$ cat config.mk
export PLATFORM = sky130hd
export DESIGN_NAME = fifo_wr_arbiter
export DESIGN_NICKNAME = d
export VERILOG_FILES = /design/src/rtl/fifo_pkg.sv /design/src/rtl/fifo_wr_arbiter_rr_pick.sv /design/src/rtl/fifo_wr_arbiter.sv
export SDC_FILE = /design/constraint.sdc
export NUM_CORES = 1
export LEC_CHECK = 0
export ABC_AREA = 0
export CORE_MARGIN = 1.5
export CORE_UTILIZATION = 43
export CTS_CLUSTER_SIZE = 8
export DETAILED_ROUTE_END_ITERATION = 8
export PLACE_DENSITY_LB_ADDON = 0.1
export RECOVER_POWER = 100
export SLEW_MARGIN = 20
export SYNTH_ARGS = -nofsm -noshare
export SYNTH_HDL_FRONTEND = slang
export SYNTH_SLANG_ARGS = --single-unit
$ cat constraint.sdc
create_clock -name wclk -period 3.37 [get_ports wclk]
set_input_delay 0.5055 -clock wclk [delete_from_list [all_inputs] [get_ports wclk]]
set_output_delay 0.5055 -clock wclk [all_outputs]
set_load 0.05 [all_outputs]
$ cat src/rtl/fifo_pkg.sv
// Shared defaults and state encoding for the FIFO write-side arbiter.
package fifo_pkg;

    localparam int DEPTH_DEF     = 8;
    localparam int WIDTH_DEF     = 8;
    localparam int NREQ_DEF      = 4;
    localparam int BURST_LEN_DEF = 4;

    typedef enum logic [0:0] {
        ST_IDLE  = 1'b0,
        ST_BURST = 1'b1
    } state_t;

endpackage

$ cat src/rtl/fifo_wr_arbiter_rr_pick.sv
// Combinational circular priority picker: first set request at or after ptr_i.
module rr_pick #(
    parameter int NREQ = 4,
    parameter int IDXW = $clog2(NREQ)
) (
    input  logic [NREQ-1:0] req_i,
    input  logic [IDXW-1:0] ptr_i,
    output logic [IDXW-1:0] idx_o,
    output logic            valid_o
);

    logic [IDXW-1:0] cand_s;
    logic            found_s;

    // Walk the requesters once starting at the pointer; index arithmetic wraps for power-of-2 NREQ
    always_comb begin
        cand_s  = ptr_i;
        found_s = 1'b0;
        idx_o   = '0;
        for (int i = 0; i < NREQ; i++) begin
            cand_s = ptr_i + IDXW'(i);
            if (!found_s && req_i[cand_s]) begin
                idx_o   = cand_s;
                found_s = 1'b1;
            end else begin
                found_s = found_s;
            end
        end
        valid_o = found_s;
    end

endmodule

$ cat src/rtl/fifo_wr_arbiter.sv
// Round-robin burst arbiter that multiplexes NREQ requesters onto one FIFO write port,
// with a full-stall watchdog that aborts a burst stuck behind a full FIFO.
module fifo_wr_arbiter
    import fifo_pkg::*;
#(
    parameter int depth     = DEPTH_DEF,
    parameter int WIDTH     = WIDTH_DEF,
    parameter int NREQ      = NREQ_DEF,
    parameter int BURST_LEN = BURST_LEN_DEF,
    parameter int STALL_MAX = 2 * depth
) (
    input  logic                  wclk,
    input  logic                  reset,
    input  logic [NREQ-1:0]       req,
    input  logic [NREQ*WIDTH-1:0] wdata_in,
    input  logic                  full,
    output logic                  w_en,
    output logic [WIDTH-1:0]      w_data,
    output logic [NREQ-1:0]       gnt,
    output logic [NREQ-1:0]       ack,
    output logic                  busy,
    output logic                  stall_err
);

    localparam int IDXW = $clog2(NREQ);
    localparam int CNTW = (BURST_LEN > 1) ? $clog2(BURST_LEN) : 1;
    localparam int STLW = $clog2(STALL_MAX + 1);
    localparam logic [CNTW-1:0] CNT_LAST   = CNTW'(BURST_LEN - 1);
    localparam logic [STLW-1:0] STALL_LAST = STLW'(STALL_MAX - 1);

    state_t          state_q, state_d;
    logic [IDXW-1:0] owner_q, owner_d;
    logic [IDXW-1:0] rr_ptr_q, rr_ptr_d;
    logic [CNTW-1:0] cnt_q, cnt_d;
    logic [STLW-1:0] stall_cnt_q, stall_cnt_d;
    logic [NREQ-1:0] gnt_q, gnt_d;
    logic            stall_err_q, stall_err_d;

    logic [IDXW-1:0] pick_idx_s;
    logic            pick_vld_s;
    logic            own_req_s;
    logic            wr_s;

    rr_pick #(
        .NREQ (NREQ),
        .IDXW (IDXW)
    ) u_rr_pick (
        .req_i   (req),
        .ptr_i   (rr_ptr_q),
        .idx_o   (pick_idx_s),
        .valid_o (pick_vld_s)
    );

    assign own_req_s = req[owner_q];

    // State register with synchronous reset; reset discards any in-flight burst
    always_ff @(posedge wclk) begin
        if (reset) begin
            state_q     <= ST_IDLE;
            owner_q     <= '0;
            rr_ptr_q    <= '0;
            cnt_q       <= '0;
            stall_cnt_q <= '0;
            gnt_q       <= '0;
            stall_err_q <= 1'b0;
        end else begin
            state_q     <= state_d;
            owner_q     <= owner_d;
            rr_ptr_q    <= rr_ptr_d;
            cnt_q       <= cnt_d;
            stall_cnt_q <= stall_cnt_d;
            gnt_q       <= gnt_d;
            stall_err_q <= stall_err_d;
        end
    end

    // Next-state logic; every burst exit hands priority to owner+1 and drops the grant
    always_comb begin
        state_d     = state_q;
        owner_d     = owner_q;
        rr_ptr_d    = rr_ptr_q;
        cnt_d       = cnt_q;
        stall_cnt_d = stall_cnt_q;
        gnt_d       = gnt_q;
        stall_err_d = 1'b0;
        case (state_q)
            ST_IDLE: begin
                if (pick_vld_s) begin
                    state_d     = ST_BURST;
                    owner_d     = pick_idx_s;
                    cnt_d       = '0;
                    stall_cnt_d = '0;
                    gnt_d       = NREQ'(1) << pick_idx_s;
                end else begin
                    state_d = ST_IDLE;
                    gnt_d   = '0;
                end
            end
            ST_BURST: begin
                if (!own_req_s) begin
                    state_d  = ST_IDLE;
                    rr_ptr_d = owner_q + IDXW'(1);
                    gnt_d    = '0;
                end else if (full) begin
                    if (stall_cnt_q == STALL_LAST) begin
                        state_d     = ST_IDLE;
                        rr_ptr_d    = owner_q + IDXW'(1);
                        gnt_d       = '0;
                        stall_err_d = 1'b1;
                    end else begin
                        stall_cnt_d = stall_cnt_q + STLW'(1);
                    end
                end else begin
                    stall_cnt_d = '0;
                    if (cnt_q == CNT_LAST) begin
                        state_d  = ST_IDLE;
                        rr_ptr_d = owner_q + IDXW'(1);
                        gnt_d    = '0;
                    end else begin
                        cnt_d = cnt_q + CNTW'(1);
                    end
                end
            end
            default: begin
                state_d = ST_IDLE;
                gnt_d   = '0;
            end
        endcase
    end

    // Output logic; the write strobe is masked while reset is high so an aborted burst never writes
    always_comb begin
        wr_s   = (state_q == ST_BURST) && own_req_s && !full && !reset;
        w_data = wdata_in[owner_q*WIDTH +: WIDTH];
        if (wr_s) begin
            ack = gnt_q;
        end else begin
            ack = '0;
        end
    end

    assign w_en      = wr_s;
    assign gnt       = gnt_q;
    assign busy      = (state_q == ST_BURST);
    assign stall_err = stall_err_q;

endmodule
==> reports/metrics.cfg, run 1 <==
[sta]
hold_viol_final=0
worst_pin_slew_ps=605
setup_slack_ps=295
post-route-period-util_pct=91.2
skew_ps=4.06
rsz0062_at_grt=false
fmax_mhz=325
slew_violations=0
finalSetupViolCount=0
period_needed_ps=3070
setup_tns_ps=0
slew_headroom_pct=59.6

[critical_path]
cp_max_fo=13
reg2reg_depth=4
path_cells=dlygate4sd3_1 > mux2_1 > a2bb2oi_2 > nor3_1 > and2_0 > buf_4
critical_path.startpoint_type=input port
startpoint=req[0]
crit_slowest_cell=dlygate4sd3_1
r2r_end=stall_cnt_q[4]$_SDFFE_PP0P_
critPathCaptureType=primary output
cpPeakStageDelay_ps=620
required_ps=2860
path_delay_family=buffers and inverters
worst-path-buf-inv=2
timing.rr.start=owner_q[0]$_SDFFE_PP0P_
crit_type=in -> out
critPathArrivalTime_ps=2570
r2r_slack_ps=1200

[drt]
firstDrtPassIters=4
drc=0
postRouteAntennaNets=0
detail_route.wl_per_cell_um=15.9
wl_um=3290
avgViaCountPerCell=5.92
num_vias=1226
drt_iter0_markers=39

[cells_and_area]
multi_input_area_um2=764
antennaDiodeCount=0
layout_common_cells=37 x clkdlybuf4s50_1, 17 x dfxtp_1, 15 x dlygate4sd3_1
stdcell_area_um2=1750
ff_latch_area_um2=340
final_common_cell=clkdlybuf4s50_1
area_growth_syn_to_layout_pct=47.7
final_cells=207
nFillCells=215
fin_nets=220
drive_gt1_share_pct=11.9

[yosys]
synth_edf_count=0
ys_warn_count=0
syn-cell-area_um2=1180
yosysTopAreaCell=dfxtp_1
synth_top_cell_area_share_pct=28.7
yosys-top-cells-area=dfxtp_1 29%, mux4_2 15%, a21oi_1 5.5%
ys_seq_elements=17
synth.net_count=165
ys.flop_type=dfxtp_1
synth_cells=123
async_flop_share_pct=0
ys_types=46
ys_seq_area_share_pct=28.7
syn_area_per_cell_um2=9.63

[power_and_ir_drop]
p_clk_share_pct=18.6
ir_worst_vdd_v=0.000315
switching_share_pct=38.2
leakagePower_nw=0.626
switchingPower_uw=235
p_seq_share_pct=38.2
power_density_nw_per_um2=351
p_int_uw=380
power_frac_comb_pct=43.2

[clock_tree]
clk_latency_ps=300
clock-root-buffer=clkbuf_4
post_cts_buffers=0
numClockSinks=17
cts_buffer_depth=2
hold_buffers=0
cts_inserted_buffers=3
clkTransAtPathRegs_ps=100
htreeDepth=1
cts_tree=built
postCtsResizedCells=0

[floorplanning]
initial_core_util_pct=46.6
die_h_um=55.5
rows=18
coreArea_um2=2540
io_pins=58
die_w_um=55.5
dieArea_um2=3080

[grt]
grt_overflow=0
grt_pass1_wl_um=5640
antenna_found_initial=0
grt_pass1_vias=1159
grt_max_degree=15
gr-usage-all-layers_pct=22.7

[place]
dp_cells=203
portBuffers=57
gp_congestion=0.885
dpl.hpwl_um=2620
pre_cts_ws_ps=472
place_area_um2=1730

[hold_path]
hold_class=reg -> reg
min_to=stall_cnt_q[3]$_SDFFE_PP0P_
hp-start=stall_cnt_q[3]$_SDFFE_PP0P_
min_path_cells=2

[outcome]
status=finished, final reports clean

[run]
max_cap_viol_count=0

-- layer usage --
layer / global-route usage, % / vias to the layer above / share of wire, %
met4: 3.83 / 0 / 0.70
met1: 29.4 / 587 / 45
li1: - / 594 / -
met5: 0 / - / 0
met3: 7.03 / 4 / 5.7
met2: 37.6 / 41 / 48
-- kinds of logic after synthesis --
family | after synthesis | share of synthesized area, %
flops | 17 | 28.7
xor+xnor | 1 | 0.739
mux | 13 | 19.6
buf+inv | 12 | 5.91
simple gates | 38 | 18.1
fa+ha+maj | 3 | 3.17
compound gates | 39 | 23.8
-- per-stage QoR --
stage	total power [mW]	util, %	hold slack, ps
2_1_floorplan	0.416	-	448
3_3_place_gp	0.508	68.1	467
3_5_place_dp	0.514	68.1	472
4_1_cts	0.626	69.2	490
5_1_grt	0.645	68.8	533
6_report	0.614	68.8	498
-- registers in the layout (all words and copies together) (netlist names) --
signal and flops:
stall_err 1, cnt_q 2, owner_q 2, rr_ptr_q 2, stall_cnt_q 5, gnt 4
busy 1
-- cell usage after synthesis (2+ instances only) --
library cell  instances
nand3_1               4
o21ai_0               2
dfxtp_1              17
o311ai_0              2
and2_1                5
buf_6                 3
ha_1                  3
or4_1                 2
inv_1                 4
a32o_1                4
a21oi_1              13
mux4_2                8
o22ai_1               2
nor3_1                3
o21a_1                2
nand2_1               4
a211oi_1              2
mux2_2                2
clkbuf_1              2
or3_1                 2
nor2_1                6
nand2b_1              3
o31ai_1               2
buf_2                 2
mux2i_1               3
-- worst min-delay path: stages (launching register included) --
cell     delay, ps
dfxtp_1        340
o31ai_1         70
a21oi_1         60
-- power groups by stage --
stage	registers, mW	logic [mW]	clock network, mW
after floorplan	0.244	0.172	0
after global placement	0.238	0.269	0
after detailed placement	0.239	0.275	0
after CTS	0.235	0.275	0.115
after global routing	0.238	0.282	0.125
final	0.235	0.265	0.115
-- worst max path at each step --
stage / slack (ps) / endpoint / cells past startpoint
after floorplan: 470 / ack[0] / 5
after global placement: 560 / ack[0] / 6
after global routing: 170 / ack[2] / 6
after CTS: 430 / w_data[2] / 3
final: 300 / ack[2] / 6
after detailed placement: 470 / ack[2] / 6
-- layout make-up --
| class | count | share of cell area, % |
|---|---|---|
| clock inverters | 1 | 0.286 |
| inverters | 4 | 0.858 |
| clock buffers | 3 | 1.29 |
| multi-input cells | 94 | 43.7 |
| flip-flops and latches | 17 | 19.4 |
| well taps | 30 | 2.14 |
| repair buffers | 58 | 32.3 |
(Power assumes the default switching activity.)
==> run 2: changes to the inputs <==
==> constraint.sdc (replaced) <==
create_clock -name wclk -period 3.9 [get_ports wclk]
set_input_delay 0.585 -clock wclk [delete_from_list [all_inputs] [get_ports wclk]]
set_output_delay 0.585 -clock wclk [all_outputs]
set_load 0.05 [all_outputs]
==> reports/metrics.cfg, run 2 (synthesized netlist as in run 1, its figures left out) <==
[place]
dpl.hpwl_um=2680
portBuffers=57
gp_congestion=0.898
dp_cells=203
place_area_um2=1750

[clock_tree]
cts_inserted_buffers=3
htreeDepth=1
postCtsResizedCells=0
cts_tree=built
numClockSinks=17
clk_latency_ps=280
clkTransAtPathRegs_ps=100
hold_buffers=0
clock-root-buffer=clkbuf_4
post_cts_buffers=0
cts_buffer_depth=2

[drt]
wl_um=3220
avgViaCountPerCell=5.94
postRouteAntennaNets=0
detail_route.wl_per_cell_um=15.5
firstDrtPassIters=4
num_vias=1230
drc=0
drt_iter0_markers=39

[critical_path]
required_ps=3310
critPathArrivalTime_ps=3050
critical_path.startpoint_type=input port
critPathCaptureType=primary output
crit_type=in -> out
cp_max_fo=13

[cells_and_area]
final_cells=207
largest-register=stall_cnt_q
layout_common_cells=36 x clkdlybuf4s50_1, 21 x dlygate4sd3_1, 17 x dfxtp_1
stdcell_area_um2=1770
final_util_pct=69.4
ff_latch_area_um2=340
antennaDiodeCount=0
nFillCells=209
fin_nets=220
area_growth_syn_to_layout_pct=49.1
drive_gt1_share_pct=9.60
multi_input_area_um2=769
final_common_cell=clkdlybuf4s50_1
largest_reg_flops=5

[sta]
finalSetupViolCount=0
fmax_mhz=275
hold_viol_final=0
slew_headroom_pct=60.6
post-route-period-util_pct=93.3
period_needed_ps=3640
rsz0062_at_grt=false
slew_violations=0
setup_tns_ps=0
skew_ps=0.945
worst_pin_slew_ps=591

[floorplanning]
initial_core_util_pct=46.6
rows=18
die_w_um=55.5
die_h_um=55.5
dieArea_um2=3080
io_pins=58
coreArea_um2=2540

[run]
max_cap_viol_count=0

[power_and_ir_drop]
power_density_nw_per_um2=297
ir_worst_vdd_v=0.000221
leakagePower_nw=0.635

[outcome]
status=finished, final reports clean

[grt]
grt_use_met2_pct=36.6
grt_pass1_vias=1218
grt_pass1_wl_um=5550
gr-usage-all-layers_pct=22.4
grt_use_met1_pct=28.6
use_met3_pct=5.62
grt_overflow=0
antenna_found_initial=0
busiest_layer=met2
grt_max_degree=15

[hold_path]
hold_class=reg -> reg

## run 2: cell types whose count changed in the layout (fill, tap and decap cells not counted), moves of 3 or more
cell,previous run,this run
and2_0,4,1
and2_1,2,5
buf_4,6,1
dlygate4sd3_1,15,21
## run 2: path summary, 6_finish.rpt
path | startpoint | endpoint | slack [ps] | cells after the start
min reg2reg | gnt[3]$_SDFFE_PP0P_ | gnt[3]$_SDFFE_PP0P_ | 490 | 1
max | req[0] | ack[3] | 260 | 6
min | gnt[3]$_SDFFE_PP0P_ | gnt[3]$_SDFFE_PP0P_ | 490 | 1
max reg2reg | stall_cnt_q[0]$_SDFFE_PP0P_ | rr_ptr_q[0]$_SDFFE_PP0P_ | 1780 | 7
## run 2: routing by layer
metal  wire [um]  part of all wire [%]
met1        1380                    43
met2        1620                    50
met3         186                   5.8
met4          29                  0.90
met5           0                     0
## run 2: critical path: stages
cell and delay, ps:
dlygate4sd3_1 630, mux2_2 330, a2bb2oi_2 450, nor3_2 120
and2_1 180, dlygate4sd3_1 760
## run 2: cell type report
type | count | share of cell area (%)
clock buffer | 4 | 1.49
sequential | 17 | 19.3
tap | 30 | 2.12
inverter | 4 | 0.850
multi-input combinational | 94 | 43.6
timing repair buffer | 58 | 32.7
## run 2: per-stage QoR
| step | power [mW] | hold WS [ps] | worst slack [ps] |
|---|---|---|---|
| final | 0.525 | 494 | 262 |
| after global routing | 0.556 | 533 | 137 |
| after CTS | 0.539 | 505 | 345 |
| after detailed placement | 0.445 | 484 | 352 |
| after global placement | 0.439 | 467 | 419 |
| after floorplan | 0.359 | 448 | 917 |
## run 2: power by group
group          switching (mW)  internal, mW  total [mW]  leakage (nW)
combinational           0.124         0.106       0.230         0.481
sequential             0.0178         0.185       0.202         0.139
clock                  0.0530        0.0397      0.0926        0.0150
total                   0.195         0.330       0.525         0.635
==> run 3: changes to the inputs <==
--- a/config.mk
+++ b/config.mk
@@ -10,8 +10,9 @@
 export CORE_UTILIZATION = 43
 export CTS_CLUSTER_SIZE = 8
 export DETAILED_ROUTE_END_ITERATION = 8
-export PLACE_DENSITY_LB_ADDON = 0.1
+export PLACE_DENSITY = 0.84
 export RECOVER_POWER = 100
+export SETUP_SLACK_MARGIN = 0.3
 export SLEW_MARGIN = 20
 export SYNTH_ARGS = -nofsm -noshare
 export SYNTH_HDL_FRONTEND = slang
==> constraint.sdc (replaced) <==
create_clock -name wclk -period 4.7 [get_ports wclk]
set_input_delay 0.705 -clock wclk [delete_from_list [all_inputs] [get_ports wclk]]
set_output_delay 0.705 -clock wclk [all_outputs]
set_load 0.05 [all_outputs]
==> reports/metrics.cfg, run 3 (synthesized netlist as in run 1, its figures left out) <==
[outcome]
status=finished, final reports clean

[power_and_ir_drop]
ir_worst_vdd_v=0.000275
leakagePower_nw=0.635
power_density_nw_per_um2=247

[clock_tree]
clk_latency_ps=290
postCtsResizedCells=0
clkTransAtPathRegs_ps=90
post_cts_buffers=0
cts_buffer_depth=2
hold_buffers=0
cts_inserted_buffers=3
htreeDepth=1
cts_tree=built
numClockSinks=17
clock-root-buffer=clkbuf_4

[sta]
rsz0062_at_grt=false
fmax_mhz=259
period_needed_ps=3870
slew_headroom_pct=60.5
slew_violations=0
setup_slack_ps=834
worst_pin_slew_ps=592
setup_tns_ps=0
skew_ps=7.62
post-route-period-util_pct=82.3
finalSetupViolCount=0
hold_viol_final=0

[critical_path]
critPathArrivalTime_ps=3160
crit_type=in -> out
r2r_slack_ps=2580
required_ps=3990
critPathCaptureType=primary output
critical_path.startpoint_type=input port
cp_max_fo=13

[drt]
num_vias=1239
postRouteAntennaNets=0
drc=0
firstDrtPassIters=4
wl_um=3300
drt_iter0_markers=37
avgViaCountPerCell=5.99
detail_route.wl_per_cell_um=15.9

[floorplanning]
dieArea_um2=3080
coreArea_um2=2540
io_pins=58
die_w_um=55.5
initial_core_util_pct=46.6
die_h_um=55.5
rows=18

[place]
portBuffers=57
gp_congestion=0.805
pre_cts_ws_ps=952
dpl.hpwl_um=2700

[cells_and_area]
fin_nets=220
area_growth_syn_to_layout_pct=49.1
drive_gt1_share_pct=9.60
largest_reg_flops=5
antennaDiodeCount=0
largest-register=stall_cnt_q
final_common_cell=clkdlybuf4s50_1
layout_common_cells=36 x clkdlybuf4s50_1, 21 x dlygate4sd3_1, 17 x dfxtp_1

[grt]
grt_pass1_vias=1209
grt_pass1_wl_um=5680
grt_overflow=0
grt_max_degree=15
antenna_found_initial=0
gr-usage-all-layers_pct=22.8

[hold_path]
hold_class=reg -> reg

[run]
max_cap_viol_count=0

run 3: report_power, final:
group / total, mW / switching [mW] / internal, mW
sequential: 0.165 / 0.0118 / 0.153
combinational: 0.194 / 0.107 / 0.0877
clock: 0.0778 / 0.0448 / 0.0330
run 3: layer usage:
metal | vias up | GRT usage (%) | part of all wire, %
met5 | - | 0 | 0
met3 | 5 | 4.68 | 7.5
met1 | 583 | 30.7 | 46
met4 | 0 | 4.53 | 0.97
met2 | 59 | 37.9 | 46
li1 | 592 | - | -
run 3: layout make-up:
cell class,count,area [um^2]
flip-flops and latches,17,340
multi-input cells,94,769
inverters,4,15.0
well taps,30,37.5
fillers,211,778
repair buffers,58,578
clock buffers,4,26.3
run 3: final timing paths:
| kind | start | end | cells past startpoint |
|---|---|---|---|
| hold / removal | stall_cnt_q[3]$_SDFFE_PP0P_ | stall_cnt_q[3]$_SDFFE_PP0P_ | 2 |
| setup reg to reg | stall_cnt_q[0]$_SDFFE_PP0P_ | rr_ptr_q[0]$_SDFFE_PP0P_ | 7 |
| hold reg to reg | stall_cnt_q[3]$_SDFFE_PP0P_ | stall_cnt_q[3]$_SDFFE_PP0P_ | 2 |
| setup / recovery | req[0] | ack[2] | 6 |
run 3: worst max-delay path, stage by stage:
cell	delay, ps
dlygate4sd3_1	620
mux2_2	330
a2bb2oi_2	450
nor3_2	110
and2_1	180
dlygate4sd3_1	750
run 3: per-stage QoR:
step / utilization [%] / cell area, um^2 / hold slack [ps] / cells / power [mW]
5_1_grt: 69.4 / 1770 / 522 / 207 / 0.459
4_1_cts: 69.6 / 1770 / 499 / 207 / 0.446
3_3_place_gp: 68.6 / 1750 / 466 / 203 / 0.365
3_5_place_dp: 68.6 / 1750 / 486 / 203 / 0.370
6_report: 69.4 / 1770 / 501 / 207 / 0.437
2_1_floorplan: - / 1180 / 448 / 123 / 0.298
